**config.mk**
```make
export PLATFORM = sky130hd
export DESIGN_NAME = pb_uart_io
export DESIGN_NICKNAME = d
export VERILOG_FILES = /design/src/rtl/pb_uart_io.sv
export SDC_FILE = /design/constraint.sdc
export NUM_CORES = 1
export LEC_CHECK = 0
export BUFFER_PORTS_ARGS = -buffer_cell sky130_fd_sc_hd__buf_2
export CORE_ASPECT_RATIO = 0.6
export CORE_MARGIN = 2
export CORE_UTILIZATION = 60
export DETAILED_ROUTE_END_ITERATION = 6
export GPL_TIMING_DRIVEN = 0
export MAX_ROUTING_LAYER = met4
export PLACE_DENSITY = 0.86
export SLEW_MARGIN = 20
export SYNTH_ARGS = -nofsm -noshare
export SYNTH_HDL_FRONTEND = slang
export SYNTH_SLANG_ARGS = --single-unit
```
**constraint.sdc**
```tcl
create_clock -name clk -period 5.24 [get_ports clk]
set_clock_uncertainty 0.1 [all_clocks]
set_input_delay 0 -clock clk [delete_from_list [all_inputs] [get_ports clk]]
set_output_delay 0 -clock clk [all_outputs]
set_load 0.02 [all_outputs]
```
**src/rtl/pb_uart_io.sv**
```systemverilog
// pb_uart_io: 8N1 UART peripheral on the PicoBlaze port bus.
// Registers: BASE+0 DATA (TX push / RX pop), BASE+1 STATUS, BASE+2 CTRL.
// Optional feature macro: PB_UART_IO_LOOPBACK_EN (CTRL bit2 loops TX into RX).
//
// state   | meaning (TX and RX engines)
// S_IDLE  | line idle; TX waits for FIFO data, RX waits for falling edge
// S_START | start bit in progress
// S_DATA  | 8 data bits, LSB first
// S_STOP  | stop bit
module pb_uart_io #(
  parameter logic [7:0] BASE_ADDR    = 8'h00,
  parameter int         CLKS_PER_BIT = 434,
  parameter int         FIFO_DEPTH   = 16
) (
  input  logic       clk,
  input  logic       reset,
  input  logic [7:0] port_id,
  input  logic [7:0] out_port,
  input  logic       write_strobe,
  input  logic       read_strobe,
  output logic [7:0] in_port,
  output logic       interrupt,
  input  logic       interrupt_ack,
  input  logic       uart_rx,
  output logic       uart_tx
);

  localparam int AW = $clog2(FIFO_DEPTH);
  localparam int CW = $clog2(CLKS_PER_BIT);
  localparam logic [CW-1:0] BIT_LAST  = CW'(CLKS_PER_BIT - 1);
  localparam logic [CW-1:0] HALF_LAST = CW'(CLKS_PER_BIT / 2 - 1);
  localparam logic [AW:0]   FULL_CNT  = (AW+1)'(FIFO_DEPTH);
  localparam logic [7:0] ADDR_DATA = BASE_ADDR;
  localparam logic [7:0] ADDR_STAT = BASE_ADDR + 8'd1;
  localparam logic [7:0] ADDR_CTRL = BASE_ADDR + 8'd2;

  typedef enum logic [1:0] {S_IDLE, S_START, S_DATA, S_STOP} uart_state_e;

  logic wr_data, wr_ctrl, rd_data, rd_stat;
  assign wr_data = write_strobe && (port_id == ADDR_DATA);
  assign wr_ctrl = write_strobe && (port_id == ADDR_CTRL);
  assign rd_data = read_strobe  && (port_id == ADDR_DATA);
  assign rd_stat = read_strobe  && (port_id == ADDR_STAT);

  // ---------------- FIFOs ----------------
  logic [7:0]    tx_mem [FIFO_DEPTH];
  logic [7:0]    rx_mem [FIFO_DEPTH];
  logic [AW-1:0] tx_wp_q, tx_wp_d, tx_rp_q, tx_rp_d;
  logic [AW-1:0] rx_wp_q, rx_wp_d, rx_rp_q, rx_rp_d;
  logic [AW:0]   tx_cnt_q, tx_cnt_d, rx_cnt_q, rx_cnt_d;
  logic tx_push, tx_pop, tx_full, tx_empty;
  logic rx_push, rx_pop, rx_full, rx_empty, overrun_set;

  uart_state_e   tx_state_q, rx_state_q;
  logic [CW-1:0] tx_cnt_bit_q, rx_cnt_bit_q;
  logic [2:0]    tx_idx_q, rx_idx_q;
  logic [7:0]    tx_sh_q, rx_sh_q;
  logic          tx_line_q, rx_push_q, rx_ferr_q;

  assign tx_full  = (tx_cnt_q == FULL_CNT);
  assign tx_empty = (tx_cnt_q == '0);
  assign rx_full  = (rx_cnt_q == FULL_CNT);
  assign rx_empty = (rx_cnt_q == '0);

  // A full FIFO still accepts a push when a pop happens in the same cycle
  assign tx_pop      = (tx_state_q == S_IDLE) && !tx_empty;
  assign tx_push     = wr_data && (!tx_full || tx_pop);
  assign rx_pop      = rd_data && !rx_empty;
  assign rx_push     = rx_push_q && (!rx_full || rx_pop);
  assign overrun_set = rx_push_q && rx_full && !rx_pop;

  // Next-state pointers and occupancy for both FIFOs
  always_comb begin
    tx_wp_d  = tx_wp_q + AW'(tx_push);
    tx_rp_d  = tx_rp_q + AW'(tx_pop);
    tx_cnt_d = tx_cnt_q + (AW+1)'(tx_push) - (AW+1)'(tx_pop);
    rx_wp_d  = rx_wp_q + AW'(rx_push);
    rx_rp_d  = rx_rp_q + AW'(rx_pop);
    rx_cnt_d = rx_cnt_q + (AW+1)'(rx_push) - (AW+1)'(rx_pop);
  end

  // FIFO storage; contents need no reset since occupancy gates every read
  always_ff @(posedge clk) begin
    if (tx_push) tx_mem[tx_wp_q] <= out_port;
    if (rx_push) rx_mem[rx_wp_q] <= rx_sh_q;
  end

  // ---------------- TX engine ----------------
  // Single-process TX FSM with registered serial output
  always_ff @(posedge clk) begin
    if (reset) begin
      tx_state_q   <= S_IDLE;
      tx_cnt_bit_q <= '0;
      tx_idx_q     <= '0;
      tx_sh_q      <= '0;
      tx_line_q    <= 1'b1;
    end else begin
      case (tx_state_q)
        S_IDLE: begin
          tx_line_q <= 1'b1;
          if (!tx_empty) begin
            tx_sh_q      <= tx_mem[tx_rp_q];
            tx_line_q    <= 1'b0;
            tx_cnt_bit_q <= BIT_LAST;
            tx_state_q   <= S_START;
          end
        end
        S_START: begin
          if (tx_cnt_bit_q == '0) begin
            tx_line_q    <= tx_sh_q[0];
            tx_cnt_bit_q <= BIT_LAST;
            tx_idx_q     <= '0;
            tx_state_q   <= S_DATA;
          end else tx_cnt_bit_q <= tx_cnt_bit_q - CW'(1);
        end
        S_DATA: begin
          if (tx_cnt_bit_q == '0) begin
            tx_cnt_bit_q <= BIT_LAST;
            if (tx_idx_q == 3'd7) begin
              tx_line_q  <= 1'b1;
              tx_state_q <= S_STOP;
            end else begin
              tx_sh_q   <= {1'b0, tx_sh_q[7:1]};
              tx_line_q <= tx_sh_q[1];
              tx_idx_q  <= tx_idx_q + 3'd1;
            end
          end else tx_cnt_bit_q <= tx_cnt_bit_q - CW'(1);
        end
        S_STOP: begin
          if (tx_cnt_bit_q == '0) tx_state_q <= S_IDLE;
          else tx_cnt_bit_q <= tx_cnt_bit_q - CW'(1);
        end
        default: tx_state_q <= S_IDLE;
      endcase
    end
  end

  // ---------------- RX engine ----------------
  logic [2:0] ctrl_q, ctrl_d;
  logic rx_src, rx_meta_q, rx_sync_q, rx_prev_q;

`ifdef PB_UART_IO_LOOPBACK_EN
  assign rx_src = ctrl_q[2] ? tx_line_q : uart_rx;
`else
  assign rx_src = uart_rx;
`endif

  // Two-flop synchroniser plus one delayed copy for falling-edge detection
  always_ff @(posedge clk) begin
    if (reset) begin
      rx_meta_q <= 1'b1;
      rx_sync_q <= 1'b1;
      rx_prev_q <= 1'b1;
    end else begin
      rx_meta_q <= rx_src;
      rx_sync_q <= rx_meta_q;
      rx_prev_q <= rx_sync_q;
    end
  end

  // Single-process RX FSM; rx_push_q / rx_ferr_q are one-cycle event pulses
  always_ff @(posedge clk) begin
    if (reset) begin
      rx_state_q   <= S_IDLE;
      rx_cnt_bit_q <= '0;
      rx_idx_q     <= '0;
      rx_sh_q      <= '0;
      rx_push_q    <= 1'b0;
      rx_ferr_q    <= 1'b0;
    end else begin
      rx_push_q <= 1'b0;
      rx_ferr_q <= 1'b0;
      case (rx_state_q)
        S_IDLE: begin
          if (rx_prev_q && !rx_sync_q) begin
            rx_cnt_bit_q <= HALF_LAST;
            rx_state_q   <= S_START;
          end
        end
        S_START: begin
          if (rx_cnt_bit_q == '0) begin
            if (rx_sync_q) rx_state_q <= S_IDLE;
            else begin
              rx_cnt_bit_q <= BIT_LAST;
              rx_idx_q     <= '0;
              rx_state_q   <= S_DATA;
            end
          end else rx_cnt_bit_q <= rx_cnt_bit_q - CW'(1);
        end
        S_DATA: begin
          if (rx_cnt_bit_q == '0) begin
            rx_sh_q      <= {rx_sync_q, rx_sh_q[7:1]};
            rx_cnt_bit_q <= BIT_LAST;
            if (rx_idx_q == 3'd7) rx_state_q <= S_STOP;
            else rx_idx_q <= rx_idx_q + 3'd1;
          end else rx_cnt_bit_q <= rx_cnt_bit_q - CW'(1);
        end
        S_STOP: begin
          if (rx_cnt_bit_q == '0) begin
            if (rx_sync_q) rx_push_q <= 1'b1;
            else rx_ferr_q <= 1'b1;
            rx_state_q <= S_IDLE;
          end else rx_cnt_bit_q <= rx_cnt_bit_q - CW'(1);
        end
        default: rx_state_q <= S_IDLE;
      endcase
    end
  end

  // ---------------- Registers, read mux, interrupt ----------------
  logic       overrun_q, overrun_d, ferr_q, ferr_d;
  logic       cond_q, pend_q, pend_d, irq_cond, tx_busy;
  logic [7:0] in_port_q, in_port_d, status;

  assign tx_busy = (tx_state_q != S_IDLE);

  // Sticky status, CTRL write, interrupt edge capture and read-data decode
  always_comb begin
    ctrl_d = ctrl_q;
    if (wr_ctrl) begin
`ifdef PB_UART_IO_LOOPBACK_EN
      ctrl_d = out_port[2:0];
`else
      ctrl_d = {1'b0, out_port[1:0]};
`endif
    end
    overrun_d = overrun_set | (overrun_q & ~rd_stat);
    ferr_d    = rx_ferr_q   | (ferr_q & ~rd_stat);
    irq_cond  = (ctrl_q[0] & ~rx_empty) | (ctrl_q[1] & tx_empty);
    pend_d    = (irq_cond & ~cond_q) | (pend_q & ~interrupt_ack);
    status    = {1'b0, ferr_q, overrun_q, tx_busy, tx_empty, tx_full, rx_full, ~rx_empty};
    in_port_d = 8'h00;
    if (port_id == ADDR_DATA)      in_port_d = rx_empty ? 8'h00 : rx_mem[rx_rp_q];
    else if (port_id == ADDR_STAT) in_port_d = status;
    else if (port_id == ADDR_CTRL) in_port_d = {5'b0, ctrl_q};
  end

  // State register for FIFO pointers and control/status flops
  always_ff @(posedge clk) begin
    if (reset) begin
      tx_wp_q   <= '0;
      tx_rp_q   <= '0;
      tx_cnt_q  <= '0;
      rx_wp_q   <= '0;
      rx_rp_q   <= '0;
      rx_cnt_q  <= '0;
      ctrl_q    <= '0;
      overrun_q <= 1'b0;
      ferr_q    <= 1'b0;
      cond_q    <= 1'b0;
      pend_q    <= 1'b0;
      in_port_q <= 8'h00;
    end else begin
      tx_wp_q   <= tx_wp_d;
      tx_rp_q   <= tx_rp_d;
      tx_cnt_q  <= tx_cnt_d;
      rx_wp_q   <= rx_wp_d;
      rx_rp_q   <= rx_rp_d;
      rx_cnt_q  <= rx_cnt_d;
      ctrl_q    <= ctrl_d;
      overrun_q <= overrun_d;
      ferr_q    <= ferr_d;
      cond_q    <= irq_cond;
      pend_q    <= pend_d;
      in_port_q <= in_port_d;
    end
  end

  assign in_port   = in_port_q;
  assign interrupt = pend_q;
  assign uart_tx   = tx_line_q;

endmodule

```
==> results.sh, run 1 <==
export IMPL_r2r_end="rx_cnt_q[4]"
export IMPL_critPathKind="reg2reg"
export IMPL_tritoncts_num_sinks=346
export IMPL_die_area_sq_um=25400
export IMPL_hold_ws_ns=0.0796
export IMPL_die_w_um=204
export IMPL_max_slew_margin=0.334
export IMPL_drt_vias_per_instance=6.37
export IMPL_dr_pass1_iters=6
export IMPL_min_path_cells=5
export IMPL_ys_seq_area_frac=0.656
export IMPL_finish_utilization=0.694
export IMPL_fin_nets=1127
export IMPL_power_leakage_nw=5.58
export IMPL_hold_start="read_strobe"
export IMPL_clk_latency_ns=0.55
export IMPL_cts_tree="done"
export IMPL_portBuffers=31
export IMPL_cts_root_buf="clkbuf_16"
export IMPL_drive_gt1_frac=0.170
export IMPL_max_cap_violations=0
export IMPL_antenna_left=0
export IMPL_instances_no_fill=1410
export IMPL_crit_path_end_kind="flip-flop"
export IMPL_start_kind="flip-flop"
export IMPL_period_minus_slack_ns=3.31
export IMPL_pre_cts_ws_ns=2.17
export IMPL_synth_edf_count=256
export IMPL_yosysWarnings=0
export IMPL_crit_buf_inv=3
export IMPL_crit_arrival_ns=3.69
export IMPL_die_h_um=124
export IMPL_reg2reg_slack_ns=1.93
export IMPL_synthesis_nets=1038
export IMPL_final_cell_area_sq_um=16200
export IMPL_antenna_found_initial=1
export IMPL_async_reset_ff_frac=0
export IMPL_htreeDepth=1
export IMPL_nFillCells=1448
export IMPL_outcome="complete, no violations"
export IMPL_finalHoldViolations=0
export IMPL_seq_area_sq_um=9490
export IMPL_path_delay_family="simple AND/OR/NAND/NOR gates"
export IMPL_worst_r2r_path_depth=14
export IMPL_multi_input_area_sq_um=4670
export IMPL_first_iter_violations=1415
export IMPL_path_max_fanout=4
export IMPL_synth_area_top_cells="edfxtp_1 53%, dfxtp_1 12%, mux4_2 8.7%"
export IMPL_setup_tns_ns=0
export IMPL_totalPowerFinal_mw=6.68
export IMPL_synthDistinctLibCells=72
export IMPL_grt_usage=0.274
export IMPL_wire_per_inst_um=23.3
export IMPL_grt_max_degree=19
export IMPL_wirelength_um=32900
export IMPL_start_util=0.618
export IMPL_slew_violations=0
export IMPL_ir_drop_mv=0.311
export IMPL_drcViolationCount=0
export IMPL_p_per_area_nw_per_um2=411
export IMPL_cp_data_required_time_ns=5.62
export IMPL_numCtsBuffers=30
export IMPL_grt_ovfl_total=0
export IMPL_crit_cells=14
export IMPL_clk_pin_slew_ns=0.07
export IMPL_io_pins=32
export IMPL_timing_fmax_mhz=302
export IMPL_final_common_cell="edfxtp_1"
export IMPL_avgSynthCellArea_sq_um=14.7
export IMPL_synth_seq_cells=346
export IMPL_most_common_layout_cells="256 x edfxtp_1, 90 x dfxtp_1, 87 x nor2_1, 73 x nand2_1, 56 x mux4_2"
export IMPL_placed_area_sq_um=15100
export IMPL_finalWorstSetupSlack_ns=1.93
export IMPL_cts_buffer_depth=3
export IMPL_holdPathEnd="overrun_q"
export IMPL_worst_pin_slew_ns=0.996
export IMPL_slowest_delay_ns=0.76
export IMPL_r2r_start="rx_cnt_q[2]"
export IMPL_yosysTopAreaCell="edfxtp_1"
export IMPL_grt_pass1_vias=8921
export IMPL_core_area_sq_um=23400
export IMPL_netlist_area_sq_um=14500
export IMPL_num_vias=8982
export IMPL_ys_flop_type="edfxtp_1"
export IMPL_rsz0062_at_grt="false"
export IMPL_post_place_cells=1328
export IMPL_synth_top_area_share=0.532
export IMPL_critPathMostFrequentCell="inv_1"
export IMPL_post_dp_hpwl_um=21800
export IMPL_min_path_type="in2reg"
export IMPL_crit_chain="inv_1 > ha_1 > nor4bb_1 > nand2_1 > nand2_1 > o21ai_0 > ha_1 > inv_1 > fa_1 > inv_1 > a21oi_1 > nor2_1 > or3_1 > a21oi_1"
export IMPL_cts_resized=0
export IMPL_gp_congestion=0.950
export IMPL_setup_viol=0
export IMPL_period_share=0.632
export IMPL_syn_to_final_growth_pct=12.3
export IMPL_grt_pass1_wl_um=51000
export IMPL_rows=43
export IMPL_crit_slowest_cell="nor4bb_1"
export IMPL_synth_cells=981
layer usage:
| metal | GRT usage | vias up | share of wire | wire length [um] |
|---|---|---|---|---|
| met5 | - | - | 0 | 0 |
| met4 | 0.0695 | 0 | 0.026 | 867 |
| met3 | 0.0670 | 72 | 0.12 | 3940 |
| met2 | 0.375 | 507 | 0.43 | 14200 |
| met1 | 0.414 | 4484 | 0.42 | 13900 |
| li1 | - | 3919 | - | - |
Yosys cell counts, types with 5 or more instances:
library cell  instances
a22oi_1               5
a21o_1                5
ha_1                 33
nand3_1              25
nor2b_1              16
mux2i_1              26
buf_4                 5
xor2_1               10
mux2_2                6
a21oi_1              52
inv_1                33
and2_1               10
nor3_1               20
o21ai_0              28
mux4_1                6
dfxtp_1              90
nand2_1              73
clkbuf_1             18
o22ai_1               7
edfxtp_1            256
mux4_2               56
or3_1                 6
nor2_1               87
xnor2_1               7
buf_2                 6
report_power, final:
part	switching [mW]	internal, mW	leakage (nW)
clock	0.961	1.17	0.473
sequential	0.102	3.02	3.07
combinational	0.825	0.603	2.04
what timing repair did:
item / 4_1_cts / 5_1_grt
hold endpoints to repair: 189 / 0
buffers inserted: 0 / 0
hold buffers: 25 / 0
worst register-to-register path: cells and delay by family (launching register included):
kind	cells	cell delay, ns
AOI/OAI and AO/OA	3	0.38
and+or+nand+nor	5	1.59
DFF	1	0.32
buffers and inverters	3	0.24
adders and majority gates	3	0.63
cells by family after synthesis:
logic type | count (synthesis) | share of synthesized area
xor+xnor | 17 | 0.0103
simple gates | 284 | 0.0980
buf+inv | 70 | 0.0234
flops | 346 | 0.656
mux | 94 | 0.121
compound gates | 135 | 0.0600
fa+ha+maj | 35 | 0.0313
state kept, by name, summed over array words and instances (netlist names), 5 cells and up, named ones only:
name / cells
tx_sh_q: 8
tx_cnt_q: 5
in_port: 8
rx_mem: 128
rx_cnt_bit_q: 9
tx_mem: 128
rx_sh_q: 8
tx_cnt_bit_q: 9
rx_cnt_q: 5
how the worst max path moves through the flow:
| stage | startpoint | endpoint | slack [ns] |
|---|---|---|---|
| global route | rx_cnt_q[2] | rx_cnt_q[4] | 1.68 |
| finish | rx_cnt_q[2] | rx_cnt_q[4] | 1.93 |
| detailed placement | tx_cnt_q[2] | tx_cnt_q[4] | 2.17 |
| CTS | rx_cnt_q[2] | rx_cnt_q[4] | 2.06 |
| floorplan | tx_cnt_q[3] | tx_cnt_q[4] | 2.49 |
| global placement | port_id[3] | tx_mem[2][0] | 2.13 |
area by class of cell:
class	instances	area share
multi-input cells	565	0.287
flip-flops and latches	346	0.584
diodes	1	0.000154
clock buffers	47	0.0549
clock inverters	9	0.00293
well taps	315	0.0243
plain buffers	37	0.0132
inverters	33	0.00762
repair buffers	57	0.0254
(Power assumes the default switching activity.)
==> run 2, diff against run 1 <==
clock period = 3.38 ns   (was 5.24 ns; I/O delays follow)
==> results.sh, run 2 (synthesis gave the netlist of run 1 again) <==
export IMPL_die_w_um=204
export IMPL_crit_slowest_cell="nor2_1"
export IMPL_critPathMostFrequentCell="dlygate4sd3_1"
export IMPL_start_util=0.618
export IMPL_grt_pass1_vias=8921
export IMPL_rows=43
export IMPL_drcViolationCount=0
export IMPL_antenna_left=0
export IMPL_drive_gt1_frac=0.176
export IMPL_seq_area_sq_um=9490
export IMPL_portBuffers=31
export IMPL_io_pins=32
export IMPL_cts_tree="done"
export IMPL_fin_nets=1129
export IMPL_final_common_cell="edfxtp_1"
export IMPL_p_int_mw=7.42
export IMPL_min_path_type="in2reg"
export IMPL_cts_buffer_depth=3
export IMPL_max_cap_violations=0
export IMPL_first_iter_violations=1255
export IMPL_finish_utilization=0.696
export IMPL_die_h_um=124
export IMPL_ir_drop_mv=0.483
export IMPL_seq_power_share=0.467
export IMPL_p_sw_mw=2.93
export IMPL_period_minus_slack_ns=3.24
export IMPL_crit_path_end_kind="flip-flop"
export IMPL_grt_usage=0.274
export IMPL_grt_max_degree=19
export IMPL_power_frac_clock=0.318
export IMPL_path_max_fanout=9
export IMPL_drt_vias_per_instance=6.38
export IMPL_max_slew_margin=0.322
export IMPL_gp_congestion=0.950
export IMPL_placed_area_sq_um=15100
export IMPL_most_common_layout_cells="256 x edfxtp_1, 90 x dfxtp_1, 85 x nor2_1, 72 x nand2_1, 56 x mux4_2"
export IMPL_antenna_found_initial=1
export IMPL_critPathKind="in2reg"
export IMPL_num_vias=9005
export IMPL_numCtsBuffers=30
export IMPL_start_kind="primary input"
export IMPL_p_per_area_nw_per_um2=636
export IMPL_power_frac_comb=0.215
export IMPL_post_place_cells=1328
export IMPL_grt_ovfl_total=0
export IMPL_core_area_sq_um=23400
export IMPL_grt_pass1_wl_um=51000
export IMPL_cts_root_buf="clkbuf_16"
export IMPL_timing_fmax_mhz=309
export IMPL_tritoncts_num_sinks=346
export IMPL_finalHoldViolations=0
export IMPL_dr_pass1_iters=5
export IMPL_multi_input_area_sq_um=4690
export IMPL_power_leakage_nw=5.59
export IMPL_p_sw_frac=0.283
export IMPL_cp_data_required_time_ns=3.45
export IMPL_nFillCells=1445
export IMPL_crit_arrival_ns=3.31
export IMPL_worst_pin_slew_ns=1.01
export IMPL_post_dp_hpwl_um=21800
export IMPL_clk_latency_ns=0.55
export IMPL_final_cell_area_sq_um=16300
export IMPL_wire_per_inst_um=23.4
export IMPL_instances_no_fill=1412
export IMPL_clk_pin_slew_ns=0.06
export IMPL_die_area_sq_um=25400
export IMPL_wirelength_um=33000
export IMPL_syn_to_final_growth_pct=12.6
export IMPL_largestRegisters="rx_mem x128, tx_mem x128"
export IMPL_crit_chain="dlygate4sd3_1 > buf_2 > nor4_4 > dlygate4sd3_1 > and4bb_2 > o211ai_4 > or3b_1 > nor2_1"
export IMPL_period_share=0.958
export IMPL_setup_tns_ns=0
export IMPL_slew_violations=0
export IMPL_hold_ws_ns=0.0875
export IMPL_slowest_delay_ns=0.81
export IMPL_outcome="complete, no violations"
export IMPL_setup_viol=0
export IMPL_htreeDepth=1
run 2: worst max-delay path, delay by kind of cell:
family                 cells  cell delay, ns
and+or+nand+nor            4            1.77
buffers and inverters      3            1.37
AOI/OAI and AO/OA          1            0.16
run 2: worst paths after layout:
| check | startpoint | to | slack (ns) | cells after the start |
|---|---|---|---|---|
| max reg2reg | rx_rp_q[1] | in_port[1] | 0.15 | 9 |
| min | uart_rx | rx_meta_q | 0.09 | 3 |
| max | port_id[4] | tx_mem[3][7] | 0.14 | 8 |
| min reg2reg | rx_meta_q | rx_sync_q | 0.31 | 1 |
run 2: timing repair:
| action | CTS | global route |
|---|---|---|
| hold buffers | 25 | 0 |
| buffers inserted | 0 | 2 |
| gates resized for setup | 0 | 5 |
| hold endpoints to repair | 189 | 0 |
| setup endpoints to repair | 0 | 1 |
run 2: cell type report:
type | count | area share
inverters | 33 | 0.00761
well taps | 315 | 0.0242
multi-input cells | 565 | 0.288
repair buffers | 59 | 0.0263
clock inverters | 9 | 0.00292
plain buffers | 37 | 0.0132
diodes | 1 | 0.000154
flip-flops and latches | 346 | 0.583
clock buffers | 47 | 0.0548
run 2: power by group through the flow:
stage	Sequential, mW	Clock [mW]	Combinational [mW]
after floorplan	4.88	0	1.63
after global placement	4.91	0	2.04
after detailed placement	4.92	0	2.11
after CTS	4.83	3.32	2.17
after global routing	4.85	3.49	2.42
final	4.84	3.29	2.22
run 2: metal layers:
metal | global-route usage | vias up | part of all wire
met4 | 0.0695 | 0 | 0.025
li1 | - | 3925 | -
met3 | 0.0670 | 73 | 0.12
met2 | 0.375 | 546 | 0.44
met5 | - | - | 0
met1 | 0.414 | 4461 | 0.42
run 2: metrics by stage:
stage	worst slack (ns)	power, mW
global placement	0.273	6.95
detailed placement	0.315	7.03
global route	-0.0329	10.8
finish	0.142	10.3
floorplan	0.630	6.51
CTS	0.204	10.3
